File: src/rtl/unified_mem_arbiter.sv
// Shares one single-port SRAM between CPU fetch (IF), CPU data (DM) and a program loader (LD).
// LOAD mode grants only the loader; RUN arbitrates DM over IF with an IF starvation guard.
module unified_mem_arbiter #(
    parameter int unsigned ADDR_W     = 16,
    parameter int unsigned DATA_W     = 32,
    parameter int unsigned STARVE_MAX = 4
) (
    input  logic              clk,
    input  logic              rst,
    input  logic              if_req,
    input  logic [ADDR_W-1:0] if_addr,
    output logic              if_gnt,
    output logic              if_rvalid,
    output logic [DATA_W-1:0] if_rdata,
    input  logic              dm_req,
    input  logic [ADDR_W-1:0] dm_addr,
    input  logic [3:0]        dm_w_en,
    input  logic [DATA_W-1:0] dm_wdata,
    output logic              dm_gnt,
    output logic              dm_rvalid,
    output logic [DATA_W-1:0] dm_rdata,
    input  logic              ld_req,
    input  logic [ADDR_W-1:0] ld_addr,
    input  logic [DATA_W-1:0] ld_wdata,
    output logic              ld_gnt,
    input  logic              ld_done,
    input  logic              halt,
    output logic              cpu_hold,
    output logic [ADDR_W-1:0] sram_addr,
    output logic [3:0]        sram_w_en,
    output logic [DATA_W-1:0] sram_wdata,
    input  logic [DATA_W-1:0] sram_rdata
);

    typedef enum logic [1:0] {StLoad, StRun, StHalt} state_e;
    typedef enum logic [1:0] {TagNone, TagIf, TagDm} tag_e;

    localparam logic [3:0] StarveMax = 4'(STARVE_MAX);

    state_e            state_q;
    tag_e              tag_q, tag_d;
    logic [3:0]        starve_q, starve_d;
    logic              cpu_hold_q;
    logic [DATA_W-1:0] if_rdata_q, dm_rdata_q;

    // Grants are gated by reset so nothing reaches the SRAM while rst is low.
    always_comb begin
        if_gnt = 1'b0;
        dm_gnt = 1'b0;
        ld_gnt = 1'b0;
        if (rst) begin
            unique case (state_q)
                StLoad: ld_gnt = ld_req;
                StRun: begin
                    if_gnt = if_req && (!dm_req || starve_q == StarveMax);
                    dm_gnt = dm_req && !if_gnt;
                end
                StHalt: dm_gnt = dm_req;
                default: ;
            endcase
        end
    end

    always_comb begin
        sram_addr  = '0;
        sram_w_en  = 4'h0;
        sram_wdata = '0;
        if (ld_gnt) begin
            sram_addr  = ld_addr;
            sram_w_en  = 4'hF;
            sram_wdata = ld_wdata;
        end else if (dm_gnt) begin
            sram_addr  = dm_addr;
            sram_w_en  = dm_w_en;
            sram_wdata = dm_wdata;
        end else if (if_gnt) begin
            sram_addr  = if_addr;
        end
    end

    always_comb begin
        tag_d = TagNone;
        if (if_gnt) begin
            tag_d = TagIf;
        end else if (dm_gnt && dm_w_en == 4'h0) begin
            tag_d = TagDm;
        end
        starve_d = 4'h0;
        if (state_q == StRun && if_req && !if_gnt) begin
            starve_d = (starve_q == StarveMax) ? starve_q : starve_q + 4'h1;
        end
    end

    always_ff @(posedge clk or negedge rst) begin
        if (!rst) begin
            state_q    <= StLoad;
            cpu_hold_q <= 1'b1;
        end else begin
            unique case (state_q)
                StLoad: if (ld_done) begin
                    state_q    <= StRun;
                    cpu_hold_q <= 1'b0;
                end
                StRun: if (halt) begin
                    state_q    <= StHalt;
                    cpu_hold_q <= 1'b1;
                end
                StHalt: if (ld_req) begin
                    state_q    <= StLoad;
                    cpu_hold_q <= 1'b1;
                end
                default: begin
                    state_q    <= StLoad;
                    cpu_hold_q <= 1'b1;
                end
            endcase
        end
    end

    always_ff @(posedge clk or negedge rst) begin
        if (!rst) begin
            tag_q      <= TagNone;
            starve_q   <= 4'h0;
            if_rdata_q <= '0;
            dm_rdata_q <= '0;
        end else begin
            tag_q    <= tag_d;
            starve_q <= starve_d;
            if (tag_q == TagIf) if_rdata_q <= sram_rdata;
            if (tag_q == TagDm) dm_rdata_q <= sram_rdata;
        end
    end

    assign if_rvalid = (tag_q == TagIf);
    assign dm_rvalid = (tag_q == TagDm);
    assign if_rdata  = if_rvalid ? sram_rdata : if_rdata_q;
    assign dm_rdata  = dm_rvalid ? sram_rdata : dm_rdata_q;
    assign cpu_hold  = cpu_hold_q;

endmodule
File: config.mk
export PLATFORM = sky130hd
export DESIGN_NAME = unified_mem_arbiter
export DESIGN_NICKNAME = d
export VERILOG_FILES = /design/src/rtl/unified_mem_arbiter.sv
export SDC_FILE = /design/constraint.sdc
export NUM_CORES = 1
export LEC_CHECK = 0
export CAP_MARGIN = 40
export CORE_MARGIN = 3
export CORE_UTILIZATION = 34
export DETAILED_ROUTE_END_ITERATION = 6
export PLACE_DENSITY_LB_ADDON = 0.3
export SLEW_MARGIN = 20
export SYNTH_ARGS = -nofsm -noshare
export SYNTH_HDL_FRONTEND = slang
export SYNTH_SLANG_ARGS = --single-unit
File: constraint.sdc
create_clock -name clk -period 2.6 [get_ports clk]
set_clock_uncertainty 0.1 [all_clocks]
set_input_delay 0.52 -clock clk [delete_from_list [all_inputs] [get_ports clk]]
set_output_delay 0.52 -clock clk [all_outputs]
set_load 0.01 [all_outputs]
==> metrics.csv <==
metric,value,unit
ant diodes,0,
DIE WIDTH,109,microns
die area,11900,sq um
Pre-Repair DR Iteration Count,4,
fmax,0.358,GHz
Setup WS post-layout,-191,ps
Max VDD drop,0.353,mV
post-route insts no fill,722,
Remaining DRCs,0,
CP Launch Type,flop,
Yosys warnings,0,
drt total wl,14900,microns
Die Span Y,109,microns
Total GRT Usage,0.238,
arrival time worst endpoint,2170,ps
reg-to-reg endpoint,state_q[1]$_DFFE_PN0P_,
Synth Area per Inst,13.1,sq um
CTS Hold Bufs,0,
area grow syn2layout,91.1,%
post-synth top area share,0.497,
port buffer count,276,
r2r worst-path depth,7,
DP HPWL,11600,microns
Worst-path clk slew,70,ps
Synth Register Bits,73,
std cell rows,37,
"count leader, synth",dfrtp_1,
reg2reg setup slack,730,ps
first-pass GRT wire length,21000,microns
Final Hold Slack,184,ps
Routed WL per cell,20.6,microns
"critical path fanouts, max",9,
P_leak,3.18,nW
final period utilization,1.07,
Post-Syn Area,3620,sq um
antenna violation net count after detailed routing,0,
number of buffers created by CTS,9,
largest buffer count on any clock path,2,
Post-synth ARST share,1.00,
initial antenna violation count,0,
H-tree level count,3,
Critical Path RT,1980,ps
gr ovfl total,0,
vias per cell,4.90,
"top cells by area, synth","dfrtp_1 (50%), mux2_2 (21%), a22o_1 (7.7%)",
CTS tree,done,
CP endpoint kind,output pin,
Min-Delay Path Class,input pin to asynchronous set/reset pin,
largest area contributor in the netlist,dfrtp_1,
critical path type,flop to output pin,
GPL Wtd Cong,0.907,
status,finished with violations,
Mapped Cells,276,
normalized max-slew margin,0.746,
DR vias,3539,
pwr dens,751,nW/um^2
later-pin clock latency in the skew report,320,ps
share of post-route cells with drive strength above 1,0.321,
largest net degree at the start of global routing,47,
count of cell types in the netlist,34,
unrepaired setup endpoints after global routing,yes,
failing checks,negative setup slack,
most common flop cell mapped by yosys,dfrtp_1,
syn nets,438,
Tightest Pin Transition,381,ps
post-synthesis sequential area ratio,0.504,
"Slew Viols, Final",0,
Root Buffer,clkbuf_8,
DRT iter0 DRCs,140,
endpoints failing setup,48,
max cap viols,0,
area of the core,10300,sq um
CTS sink cnt,73,
commonest cells in the netlist,"dfrtp_1 (72), mux2_2 (66), a22o_1 (32)",
Inst Count DP,693,
minimum period implied by the final worst setup slack,2790,ps
NumNets Final,743,
Placement Setup Slack,-510,ps
Initial Util,0.351,
Final Hold Fails,0,
"EDFF count, synth",0,
I/O pin count,277,
origin of the critical flop-to-flop path,state_q[1]$_DFFE_PN0P_,
vias in the first global route,3761,
-- per-stage QoR --
stage	power [mW]	area, sq um	setup TNS (ps)	utilization
after global routing	5.52	6920	-10610	0.671
after floorplan	2.90	3620	0	-
after global placement	4.59	6690	-21430	0.648
after detailed placement	4.68	6710	-23310	0.650
final	5.20	6920	-6650	0.671
after CTS	5.21	6880	-5280	0.666
-- layout by cell type, fill, tap and decap left out, types with 9 or more instances in the layout --
cell,count
dlygate4sd2_1,59
clkdlybuf4s50_1,156
a221o_1,16
buf_2,38
a22o_1,32
buf_4,29
mux2_2,66
dfrtp_1,72
and2_1,16
clkbuf_8,9
buf_12,9
-- worst max-delay path, cell delays in order, from the launching register on --
cell,delay (ps)
dfrtp_1,410
buf_6,140
ha_4,170
o2111ai_4,220
a31oi_4,50
and2_4,240
buf_12,160
a221o_1,300
buf_2,170
-- per-layer routing --
metal | vias to the layer above | wire length [microns] | track usage | share of wire
met1 | 1686 | 5230 | 0.254 | 0.35
li1 | 1644 | - | - | -
met5 | - | 0 | 0 | 0
met4 | 0 | 499 | 0.0935 | 0.033
met2 | 187 | 7970 | 0.439 | 0.53
met3 | 22 | 1210 | 0.0705 | 0.081
-- state kept, by name, indices dropped and copies added (netlist names) --
name        count
tag_q           2
if_rdata_q     32
dm_rdata_q     32
cpu_hold        1
starve_q        4
state_q         2
-- timing repair --
item,4_1_cts,5_1_grt
buffers inserted,5,1
pin swaps,3,1
endpoints found under the setup margin,115,61
gates resized for setup,291,18
gates cloned,6,1
-- power by group --
part           leakage [nW]  switching (mW)  internal [mW]
Clock                0.0827           0.412          0.348
Combinational          2.21            1.23           1.53
Sequential            0.880           0.114           1.56
Total                  3.18            1.76           3.44
-- cells by family (layout without fill, tap and decap cells) --
logic type / count (synthesis) / after routing / share of synthesized area
AOI/OAI and AO/OA: 63 / 63 / 0.152
xor gates and xnor gates: 2 / 2 / 0.00484
adders and majority gates: 7 / 7 / 0.0242
buffers and inverters: 30 / 340 / 0.0508
DFF: 73 / 73 / 0.504
muxes: 66 / 66 / 0.205
and+or+nand+nor: 35 / 35 / 0.0587
-- cell type report --
type                    count  area [sq um]
well taps                 136           170
fillers                   824          3400
clock buffers              10           128
clock inverters             6          42.5
multi-input cells         173          1690
flip-flops and latches     73          1830
inverters                   9          33.8
repair buffers            315          3030
-- how the worst max path moves through the flow --
stage	from	endpoint	slack, ps
after floorplan	state_q[0]$_DFFE_PN0P_	sram_wdata[11]	230
after global placement	dm_req	sram_addr[14]	-490
after detailed placement	dm_req	sram_wdata[12]	-510
after CTS	state_q[0]$_DFFE_PN0P_	sram_wdata[23]	-220
after global routing	state_q[0]$_DFFE_PN0P_	sram_addr[14]	-260
final	state_q[0]$_DFFE_PN0P_	sram_addr[14]	-190
(Power assumes the default switching activity.)
